**config.mk**
```make
export PLATFORM = sky130hd
export DESIGN_NAME = usr_burst_shifter_flat
export DESIGN_NICKNAME = d
export VERILOG_FILES = /design/src/rtl/usr_pkg.sv /design/src/rtl/usr_burst_shifter_if.sv /design/src/rtl/usr_shift_step.sv /design/src/rtl/usr_burst_shifter.sv /design/src/flat_wrapper.sv
export SDC_FILE = /design/constraint.sdc
export NUM_CORES = 1
export LEC_CHECK = 0
export BUFFER_PORTS_ARGS = -buffer_cell sky130_fd_sc_hd__clkbuf_2
export CAP_MARGIN = 20
export CORE_MARGIN = 1.5
export CORE_UTILIZATION = 40
export DETAILED_ROUTE_END_ITERATION = 16
export HOLD_SLACK_MARGIN = 0.05
export PLACE_DENSITY_LB_ADDON = 0.05
export SYNTH_ARGS = -nofsm -noshare
export SYNTH_HDL_FRONTEND = slang
export SYNTH_SLANG_ARGS = --single-unit
```
**constraint.sdc**
```tcl
create_clock -name clk -period 3.5 [get_ports clk]
set_input_delay 0.175 -clock clk [delete_from_list [all_inputs] [get_ports clk]]
set_output_delay 0.175 -clock clk [all_outputs]
set_load 0.005 [all_outputs]
```
**src/rtl/usr_pkg.sv**
```systemverilog
`default_nettype none
// ============================================================================
// Module      : usr_pkg
// Description : Op codes, FSM states and helpers for usr_burst_shifter.
// Revision    : 1.0 - initial release
// ============================================================================
package usr_pkg;

  typedef enum logic [2:0] {
    NOP   = 3'd0,
    SHR   = 3'd1,
    SHL   = 3'd2,
    LOAD  = 3'd3,
    ROR   = 3'd4,
    ROL   = 3'd5,
    ASR   = 3'd6,
    CLEAR = 3'd7
  } usr_op_e;

  typedef enum logic [1:0] {
    IDLE  = 2'd0,
    SHIFT = 2'd1,
    DONE  = 2'd2
  } usr_state_e;

  function automatic logic is_shift_op(input usr_op_e op);
    return (op == SHR) || (op == SHL) || (op == ROR) || (op == ROL) || (op == ASR);
  endfunction

endpackage
`default_nettype wire

```
**src/rtl/usr_burst_shifter_if.sv**
```systemverilog
`default_nettype none
// ============================================================================
// Module      : usr_burst_shifter_if
// Description : Command handshake, serial and status bundle of the shifter.
// Revision    : 1.0 - initial release
// ============================================================================
interface usr_burst_shifter_if #(
  parameter int WIDTH = 8,
  parameter int CNT_W = 4
);

  logic             cmd_valid;
  logic             cmd_ready;
  logic [2:0]       cmd_op;
  logic [CNT_W-1:0] cmd_count;
  logic [WIDTH-1:0] cmd_data;
  logic             ser_in_l;
  logic             ser_in_r;
  logic [WIDTH-1:0] q;
  logic             ser_out_l;
  logic             ser_out_r;
  logic             busy;
  logic             done;

  modport master (
    output cmd_valid, cmd_op, cmd_count, cmd_data, ser_in_l, ser_in_r,
    input  cmd_ready, q, ser_out_l, ser_out_r, busy, done
  );

  modport slave (
    input  cmd_valid, cmd_op, cmd_count, cmd_data, ser_in_l, ser_in_r,
    output cmd_ready, q, ser_out_l, ser_out_r, busy, done
  );

endinterface
`default_nettype wire

```
**src/rtl/usr_shift_step.sv**
```systemverilog
`default_nettype none
// ============================================================================
// Module      : usr_shift_step
// Description : Combinational single-bit step of the selected shift/rotate op.
// Revision    : 1.0 - initial release
// ============================================================================
module usr_shift_step
  import usr_pkg::*;
#(
  parameter int WIDTH = 8
) (
  input  usr_op_e          op,
  input  logic [WIDTH-1:0] q,
  input  logic             ser_in_l,
  input  logic             ser_in_r,
  output logic [WIDTH-1:0] q_next
);

  always_comb begin
    q_next = q;
    case (op)
      SHR:     q_next = {ser_in_r, q[WIDTH-1:1]};
      SHL:     q_next = {q[WIDTH-2:0], ser_in_l};
      ROR:     q_next = {q[0], q[WIDTH-1:1]};
      ROL:     q_next = {q[WIDTH-2:0], q[WIDTH-1]};
      ASR:     q_next = {q[WIDTH-1], q[WIDTH-1:1]};
      default: q_next = q;
    endcase
  end

endmodule
`default_nettype wire

```
**src/rtl/usr_burst_shifter.sv**
```systemverilog
`default_nettype none
// ============================================================================
// Module      : usr_burst_shifter
// Description : Universal shift register executing multi-bit commands one bit
//               per cycle behind a valid/ready handshake.
// Revision    : 1.0 - initial release
// ============================================================================
module usr_burst_shifter
  import usr_pkg::*;
#(
  parameter int WIDTH = 8,
  parameter int CNT_W = 4
) (
  input  logic                 clk,
  input  logic                 rst,
  usr_burst_shifter_if.slave   bus
);

  localparam logic [CNT_W-1:0] C_MAX_STEPS = CNT_W'(WIDTH);

  usr_state_e       r_state, w_state_next;
  usr_op_e          r_op, w_op_next;
  logic [CNT_W-1:0] r_rem, w_rem_next;
  logic [WIDTH-1:0] r_q, w_q_next;

  logic             w_accept;
  usr_op_e          w_cmd_op;
  logic [CNT_W-1:0] w_eff_count;
  logic [WIDTH-1:0] w_step_q;

  assign w_accept    = bus.cmd_valid && (r_state == IDLE);
  assign w_cmd_op    = usr_op_e'(bus.cmd_op);
  assign w_eff_count = (bus.cmd_count > C_MAX_STEPS) ? C_MAX_STEPS : bus.cmd_count;

  usr_shift_step #(
    .WIDTH (WIDTH)
  ) u_step (
    .op       (r_op),
    .q        (r_q),
    .ser_in_l (bus.ser_in_l),
    .ser_in_r (bus.ser_in_r),
    .q_next   (w_step_q)
  );

  always_ff @(posedge clk) begin
    if (rst) begin
      r_state <= IDLE;
      r_op    <= NOP;
      r_rem   <= '0;
      r_q     <= '0;
    end else begin
      r_state <= w_state_next;
      r_op    <= w_op_next;
      r_rem   <= w_rem_next;
      r_q     <= w_q_next;
    end
  end

  always_comb begin
    w_state_next = r_state;
    w_op_next    = r_op;
    w_rem_next   = r_rem;
    w_q_next     = r_q;
    case (r_state)
      IDLE: begin
        if (w_accept) begin
          w_state_next = DONE;
          if (w_cmd_op == LOAD) begin
            w_q_next = bus.cmd_data;
          end else if (w_cmd_op == CLEAR) begin
            w_q_next = '0;
          end else if (is_shift_op(w_cmd_op) && (bus.cmd_count != '0)) begin
            w_state_next = SHIFT;
            w_op_next    = w_cmd_op;
            w_rem_next   = w_eff_count;
          end
        end
      end
      SHIFT: begin
        // Serial inputs feed the step live, so each edge sees current fill bits
        w_q_next   = w_step_q;
        w_rem_next = r_rem - CNT_W'(1);
        if (r_rem == CNT_W'(1)) begin
          w_state_next = DONE;
        end
      end
      DONE:    w_state_next = IDLE;
      default: w_state_next = IDLE;
    endcase
  end

  assign bus.cmd_ready = (r_state == IDLE);
  assign bus.busy      = (r_state == SHIFT) || (r_state == DONE);
  assign bus.done      = (r_state == DONE);
  assign bus.q         = r_q;
  assign bus.ser_out_l = r_q[WIDTH-1];
  assign bus.ser_out_r = r_q[0];

endmodule
`default_nettype wire

```
**src/flat_wrapper.sv**
```systemverilog
// flat-port wrapper written by rule: the top's interface ports become plain ports
module usr_burst_shifter_flat import usr_pkg::*;
#(
  parameter int WIDTH = 8,
  parameter int CNT_W = 4
)
  (clk, rst, bus_cmd_valid, bus_cmd_op, bus_cmd_count, bus_cmd_data, bus_ser_in_l, bus_ser_in_r, bus_cmd_ready, bus_q, bus_ser_out_l, bus_ser_out_r, bus_busy, bus_done);
  usr_burst_shifter_if #(.WIDTH(WIDTH), .CNT_W(CNT_W)) bus_i ();
  input  logic clk;
  input  logic rst;
  input wire logic [$bits(bus_i.cmd_valid)-1:0] bus_cmd_valid;
  input wire logic [$bits(bus_i.cmd_op)-1:0] bus_cmd_op;
  input wire logic [$bits(bus_i.cmd_count)-1:0] bus_cmd_count;
  input wire logic [$bits(bus_i.cmd_data)-1:0] bus_cmd_data;
  input wire logic [$bits(bus_i.ser_in_l)-1:0] bus_ser_in_l;
  input wire logic [$bits(bus_i.ser_in_r)-1:0] bus_ser_in_r;
  output wire logic [$bits(bus_i.cmd_ready)-1:0] bus_cmd_ready;
  output wire logic [$bits(bus_i.q)-1:0] bus_q;
  output wire logic [$bits(bus_i.ser_out_l)-1:0] bus_ser_out_l;
  output wire logic [$bits(bus_i.ser_out_r)-1:0] bus_ser_out_r;
  output wire logic [$bits(bus_i.busy)-1:0] bus_busy;
  output wire logic [$bits(bus_i.done)-1:0] bus_done;
  assign bus_i.cmd_valid = bus_cmd_valid;
  assign bus_i.cmd_op = bus_cmd_op;
  assign bus_i.cmd_count = bus_cmd_count;
  assign bus_i.cmd_data = bus_cmd_data;
  assign bus_i.ser_in_l = bus_ser_in_l;
  assign bus_i.ser_in_r = bus_ser_in_r;
  assign bus_cmd_ready = bus_i.cmd_ready;
  assign bus_q = bus_i.q;
  assign bus_ser_out_l = bus_i.ser_out_l;
  assign bus_ser_out_r = bus_i.ser_out_r;
  assign bus_busy = bus_i.busy;
  assign bus_done = bus_i.done;
  usr_burst_shifter #(.WIDTH(WIDTH), .CNT_W(CNT_W)) u_core (.clk(clk), .rst(rst), .bus(bus_i));
endmodule
```
==> results of run 1 <==
synth_stat cells (3+ instances only):
cell	count
nand2_1	16
nor3_1	7
ha_1	5
buf_4	3
dfxtp_1	17
o31a_1	3
and3_1	8
o21ai_0	3
inv_1	6
clkbuf_1	4
o21ai_1	6
nand3_1	3
a21oi_1	16
nand2b_1	3
a21boi_1	5
nor2_1	7
mux2i_1	3
and2_1	3
a311oi_1	5
layer usage:
| metal | GRT usage | part of all wire | up-vias |
|---|---|---|---|
| met5 | 0 | 0 | - |
| li1 | - | - | 619 |
| met2 | 0.333 | 0.48 | 35 |
| met4 | 0.0797 | 0.022 | 0 |
| met1 | 0.229 | 0.44 | 572 |
| met3 | 0.0469 | 0.052 | 8 |
state kept, by name, summed over array words and instances, names as in the netlist:
| name | flops |
|---|---|
| u_core.bus.q | 8 |
| u_core.r_op | 3 |
| u_core.r_rem | 4 |
| u_core.r_state | 2 |
final cells by class:
type | count | area, um^2 | share of cell area
clock buffers | 4 | 26.3 | 0.0192
flip-flops and latches | 17 | 340 | 0.249
well taps | 31 | 38.8 | 0.0284
multi-input cells | 119 | 778 | 0.570
inverters | 6 | 22.5 | 0.0165
repair buffers | 32 | 160 | 0.117
power by group through the flow:
| stage | registers, mW | clock network [mW] | logic, mW |
|---|---|---|---|
| finish | 0.260 | 0.112 | 0.256 |
| global route | 0.265 | 0.121 | 0.289 |
| CTS | 0.259 | 0.114 | 0.257 |
| detailed placement | 0.263 | 0 | 0.256 |
| global placement | 0.262 | 0 | 0.251 |
| floorplan | 0.250 | 0 | 0.197 |
worst paths after layout:
kind | end | cells past startpoint | from | slack [ns]
worst min register to register | u_core.r_state[0] | 2 | u_core.r_state[0] | 0.50
worst max register to register | u_core.bus.q[7] | 5 | u_core.r_state[1] | 1.24
worst min-delay path | u_core.bus.q[4] | 3 | bus_cmd_data[4] | 0.11
worst max-delay path | u_core.bus.q[7] | 5 | u_core.r_state[1] | 1.24
worst min-delay path, stage by stage:
cell and delay (ns):
clkbuf_2 0.08, nand2_1 0.04, a311oi_1 0.07
metrics by stage:
stage / setup slack [ns] / instances / utilization / power (mW)
global route: 0.941 / 209 / 0.483 / 0.675
finish: 1.24 / 209 / 0.483 / 0.628
global placement: 1.31 / 205 / 0.474 / 0.513
detailed placement: 1.23 / 205 / 0.474 / 0.518
floorplan: 1.87 / 154 / - / 0.447
CTS: 1.18 / 209 / 0.483 / 0.630
kinds of logic (layout without fill, tap and decap cells):
logic type | count (synthesis) | after routing | synth area share
simple gates | 58 | 58 | 0.255
flops | 17 | 17 | 0.280
fa+ha+maj | 5 | 5 | 0.0515
mux | 4 | 4 | 0.0340
buf+inv | 18 | 42 | 0.0793
compound gates | 52 | 52 | 0.300
==> qor.yml, run 1 <==
finish:
  final_area_mm2: 0.00137
  area_growth_pct: 12.5
  num-fill-cells: 308
  antenna_cells: 0
  layout_commonest_cell: "clkbuf_2"
  fin_nets: 204
  final_cell_mix: "32 x clkbuf_2, 17 x dfxtp_1, 16 x nand2_1, 16 x a21oi_1, 8 x and3_1"
  drive_gt1_frac: 0.236
power:
  p_clk_frac: 0.178
  pwr-share-comb: 0.408
  netSwitchingPower_mw: 0.245
  power_density_mw_per_mm2: 460
  netSwitchingFraction: 0.390
  ir_drop_mv: 0.292
  p_seq_frac: 0.414
  p_int_mw: 0.383
  p_leak_nw: 0.524
critical_path:
  cp_slowest_cell: "nor3_1"
  cp.required_ns: 3.71
  worstPathArrival_ns: 2.47
  crit_chain: "inv_1 > ha_1 > nor3_1 > a221oi_1 > a311oi_1"
  critPathMaxFanout: 24
  crit_path_start_kind: "flip-flop"
  crit_path_end_kind: "flip-flop"
  path_buf_inv: 1
  path_class: "flip-flop to flip-flop"
  critPathMaxStageDelay_ns: 0.78
  crit_family: "simple AND/OR/NAND/NOR gates"
timing:
  max_freq_mhz: 443
  rsz0062_at_grt: "no"
  timing.final.crit_share: 0.645
  worst_slew_pin_slew_ns: 0.806
  setup-tns-final_ns: 0
  drv_slew: 0
  finalSetupViolations: 0
  period_needed_ns: 2.26
  holdWs_ns: 0.114
  final_hold_viol_count: 0
  fin_skew_ns: 0.00129
  relSlewSlack: 0.459
synthesis:
  synth-async-reset-ratio: 0
  ys_seq_area_frac: 0.280
  synth_cells: 154
  ys_ff_latch: 17
  yosysUniqueCellTypes: 42
  yosysWarnings: 0
  ys.flop_type: "dfxtp_1"
  synth.avg_cell_area_um2: 7.89
  synth_top_area_frac: 0.280
  synth_edf_count: 0
  syn_area_mm2: 0.00121
  synth_nets: 179
  yosysTopAreaCell: "dfxtp_1"
  yosys-top-cells-area: "dfxtp_1 28%, a21oi_1 6.6%, ha_1 5.1%, nand2_1 4.9%, and3_1 4.1%"
cts:
  hold_buffers: 0
  clock_path_buffers: 2
  cts_setup_buffers: 0
  cts-resized-gates: 0
  path_clk_slew_ns: 0.11
  htree_num_levels: 1
  cts_tree: "built"
  clk_latency_ns: 0.29
  cts_root_buffer: "clkbuf_4"
  cts_sinks: 17
  cts_buffers: 3
detailed_routing:
  vias: 1234
  dr.pass1.iters: 12
  drt_iter0_drc: 72
  vias_per_cell: 5.90
  ant_nets: 0
  remaining_drc_errors: 4
  routed_wirelength_mm: 3.11
  wl_per_cell_um: 14.9
placement:
  placed_cell_area_mm2: 0.00134
  io_buffers: 32
  finalWeightedCongestion: 0.789
  hpwlAfterDp_mm: 2.19
outcome:
  status: "complete, but fails checks"
  violations: "design-rule violations"
flow_run:
  drv_cap: 0
floorplan:
  die_height_um: 58.1
  rows: 19
  dieWidth_um: 58.1
  start_util: 0.429
  fp.coreArea_mm2: 0.00283
  ios: 33
  die-area_mm2: 0.00338
global_routing:
  overflow: 0
  grt_pass1_vias: 1193
  grt.total_usage: 0.193
  grt_max_degree: 25
  antenna_found_initial: 0
  grt_pass1_wl_mm: 5.09
worst_hold_path:
  hold_class: "input port to flip-flop"
Note: power is estimated with default switching activity, not from simulation.
==> run 2: changes to the inputs <==
--- a/config.mk
+++ b/config.mk
@@ -5,6 +5,7 @@
 export SDC_FILE = /design/constraint.sdc
 export NUM_CORES = 1
 export LEC_CHECK = 0
+export ABC_AREA = 1
 export BUFFER_PORTS_ARGS = -buffer_cell sky130_fd_sc_hd__clkbuf_2
 export CAP_MARGIN = 20
 export CORE_MARGIN = 1.5
==> constraint.sdc (replaced) <==
create_clock -name clk -period 2.3 [get_ports clk]
set_input_delay 0.115 -clock clk [delete_from_list [all_inputs] [get_ports clk]]
set_output_delay 0.115 -clock clk [all_outputs]
set_load 0.005 [all_outputs]
==> qor.yml, run 2 <==
critical_path:
  crit_path_start_kind: "flip-flop"
  crit_path_end_kind: "flip-flop"
  critPathMaxStageDelay_ns: 0.45
  crit_family: "simple AND/OR/NAND/NOR gates"
  path_class: "flip-flop to flip-flop"
  cp_slowest_cell: "ha_1"
  path_common_cell: "nand2_1"
  cp.required_ns: 2.50
  crit_chain: "inv_1 > ha_1 > inv_2 > nand2_1 > nand3_2 > nor2_2 > nand2_1 > a21oi_1 > nor2_1"
  critPathMaxFanout: 13
  worstPathArrival_ns: 2.13
  path_buf_inv: 2
timing:
  drv_slew: 0
  setup-tns-final_ns: 0
  period_needed_ns: 1.93
  rsz0062_at_grt: "no"
  finalSetupViolations: 0
  max_freq_mhz: 518
  final_hold_viol_count: 0
  fin_skew_ns: 0.00288
  holdWs_ns: 0.132
  relSlewSlack: 0.673
  timing.final.crit_share: 0.840
  worst_slew_pin_slew_ns: 0.490
synthesis:
  synth-async-reset-ratio: 0
  synth.most_common_cell: "nand2_1"
  ys_seq_area_frac: 0.292
  ys.flop_type: "dfxtp_1"
  yosysWarnings: 0
  yosys-top-cells-area: "dfxtp_1 29%, nand2_1 16%, nor2_1 9.3%, a21oi_1 7.3%, inv_1 6.4%"
  yosysUniqueCellTypes: 24
  synth_edf_count: 0
  yosysTopAreaCell: "dfxtp_1"
  synth_cells: 193
  synth_nets: 218
  ys_ff_latch: 17
  synth.avg_cell_area_um2: 6.05
  synth_common_cells: "51 x nand2_1, 29 x nor2_1, 20 x inv_1, 17 x a21oi_1, 17 x dfxtp_1"
  synth_top_area_frac: 0.292
  syn_area_mm2: 0.00117
placement:
  finalWeightedCongestion: 0.830
  io_buffers: 32
  placed_cell_area_mm2: 0.00134
  hpwlAfterDp_mm: 2.24
global_routing:
  grt_pass1_vias: 1162
  grt_pass1_wl_mm: 5.00
  overflow: 0
  grt_max_degree: 16
  grt.total_usage: 0.192
  antenna_found_initial: 0
outcome:
  status: "complete, no violations"
power:
  netSwitchingPower_mw: 0.720
  netSwitchingFraction: 0.477
  p_int_mw: 0.788
  p_leak_nw: 0.692
  p_clk_frac: 0.109
  pwr-share-comb: 0.588
  p_seq_frac: 0.302
  power_density_mw_per_mm2: 1100
  ir_drop_mv: 0.545
floorplan:
  ios: 33
  fp.coreArea_mm2: 0.00276
  rows: 19
  dieWidth_um: 57.0
  die-area_mm2: 0.00325
  die_height_um: 57.0
  start_util: 0.423
finish:
  final_area_mm2: 0.00137
  fin_nets: 251
  layout_commonest_cell: "nand2_1"
  antenna_cells: 0
  finish.utilization: 0.497
  area_growth_pct: 17.5
  final_cell_mix: "51 x nand2_1, 32 x clkbuf_2, 29 x nor2_1"
  largest_register_ffs: 8
  drive_gt1_frac: 0.209
cts:
  cts_setup_buffers: 0
  cts_buffers: 3
  hold_buffers: 1
  htree_num_levels: 1
  clk_latency_ns: 0.29
  clock_path_buffers: 2
  cts_tree: "built"
  path_clk_slew_ns: 0.10
  cts_root_buffer: "clkbuf_4"
  cts-resized-gates: 0
  cts_sinks: 17
worst_hold_path:
  hold_class: "input port to flip-flop"
detailed_routing:
  dr.pass1.iters: 5
  ant_nets: 0
  vias: 1269
  vias_per_cell: 4.96
  routed_wirelength_mm: 2.84
  remaining_drc_errors: 0
  drt_iter0_drc: 53
  wl_per_cell_um: 11.1
flow_run:
  drv_cap: 0
==> run 2: cell count changes after synthesis, sizes merged, moves of 4 or more <==
| cell | change |
|---|---|
| o21ai | +4 |
| buf | -4 |
| and3 | -8 |
| nor3 | -6 |
| nor2 | +24 |
| a21boi | -5 |
| inv | +19 |
| nand3 | +10 |
| a311oi | -7 |
| nand2 | +37 |
==> run 2: cell type report <==
class | instances | area (um^2)
Inverter | 26 | 97.6
Clock buffer | 4 | 26.3
Tap cell | 31 | 38.8
Sequential cell | 17 | 340
Timing Repair Buffer | 34 | 178
Fill cell | 305 | 1390
Multi-Input combinational cell | 144 | 691
==> run 2: cells by family after synthesis <==
group / count (synthesis) / synth area share
buf+inv: 32 / 0.117
simple gates: 101 / 0.364
flops: 17 / 0.292
compound gates: 37 / 0.166
fa+ha+maj: 5 / 0.0536
xor+xnor: 1 / 0.00750
==> run 2: path summary, 6_finish.rpt <==
check               startpoint               to  slack, ns  cells past startpoint
max          u_core.r_state[1]  u_core.bus.q[6]       0.37                      9
min            bus_cmd_data[4]  u_core.bus.q[4]       0.13                      5
min reg2reg    u_core.r_rem[1]  u_core.r_rem[1]       0.50                      2
max reg2reg  u_core.r_state[1]  u_core.bus.q[6]       0.37                      9
==> run 2: stage by stage <==
| stage | power [mW] | setup slack [ns] | instances |
|---|---|---|---|
| floorplan | 1.15 | 0.866 | 193 |
| global placement | 1.33 | 0.496 | 251 |
| detailed placement | 1.35 | 0.380 | 251 |
| CTS | 1.52 | 0.367 | 256 |
| global route | 1.69 | 0.153 | 256 |
| finish | 1.51 | 0.368 | 256 |
==> run 2: routing by layer <==
metal  vias to the layer above  part of all wire  track usage
met2                        33              0.43        0.305
met5                         -                 0            0
met4                         0            0.0095       0.0498
li1                        679                 -            -
met3                         4             0.039       0.0363
met1                       553              0.52        0.268
==> run 2: power groups by stage <==
stage	logic [mW]	clock network, mW	registers [mW]
2_1_floorplan	0.697	0	0.448
3_3_place_gp	0.871	0	0.457
3_5_place_dp	0.886	0	0.463
4_1_cts	0.893	0.172	0.456
5_1_grt	1.03	0.188	0.473
6_report	0.888	0.165	0.456
==> run 2: tightest hold or removal path, delay by kind of cell <==
kind	cells	cell delay, ns
and+or+nand+nor	3	0.16
AOI/OAI and AO/OA	1	0.04
buffers and inverters	1	0.08
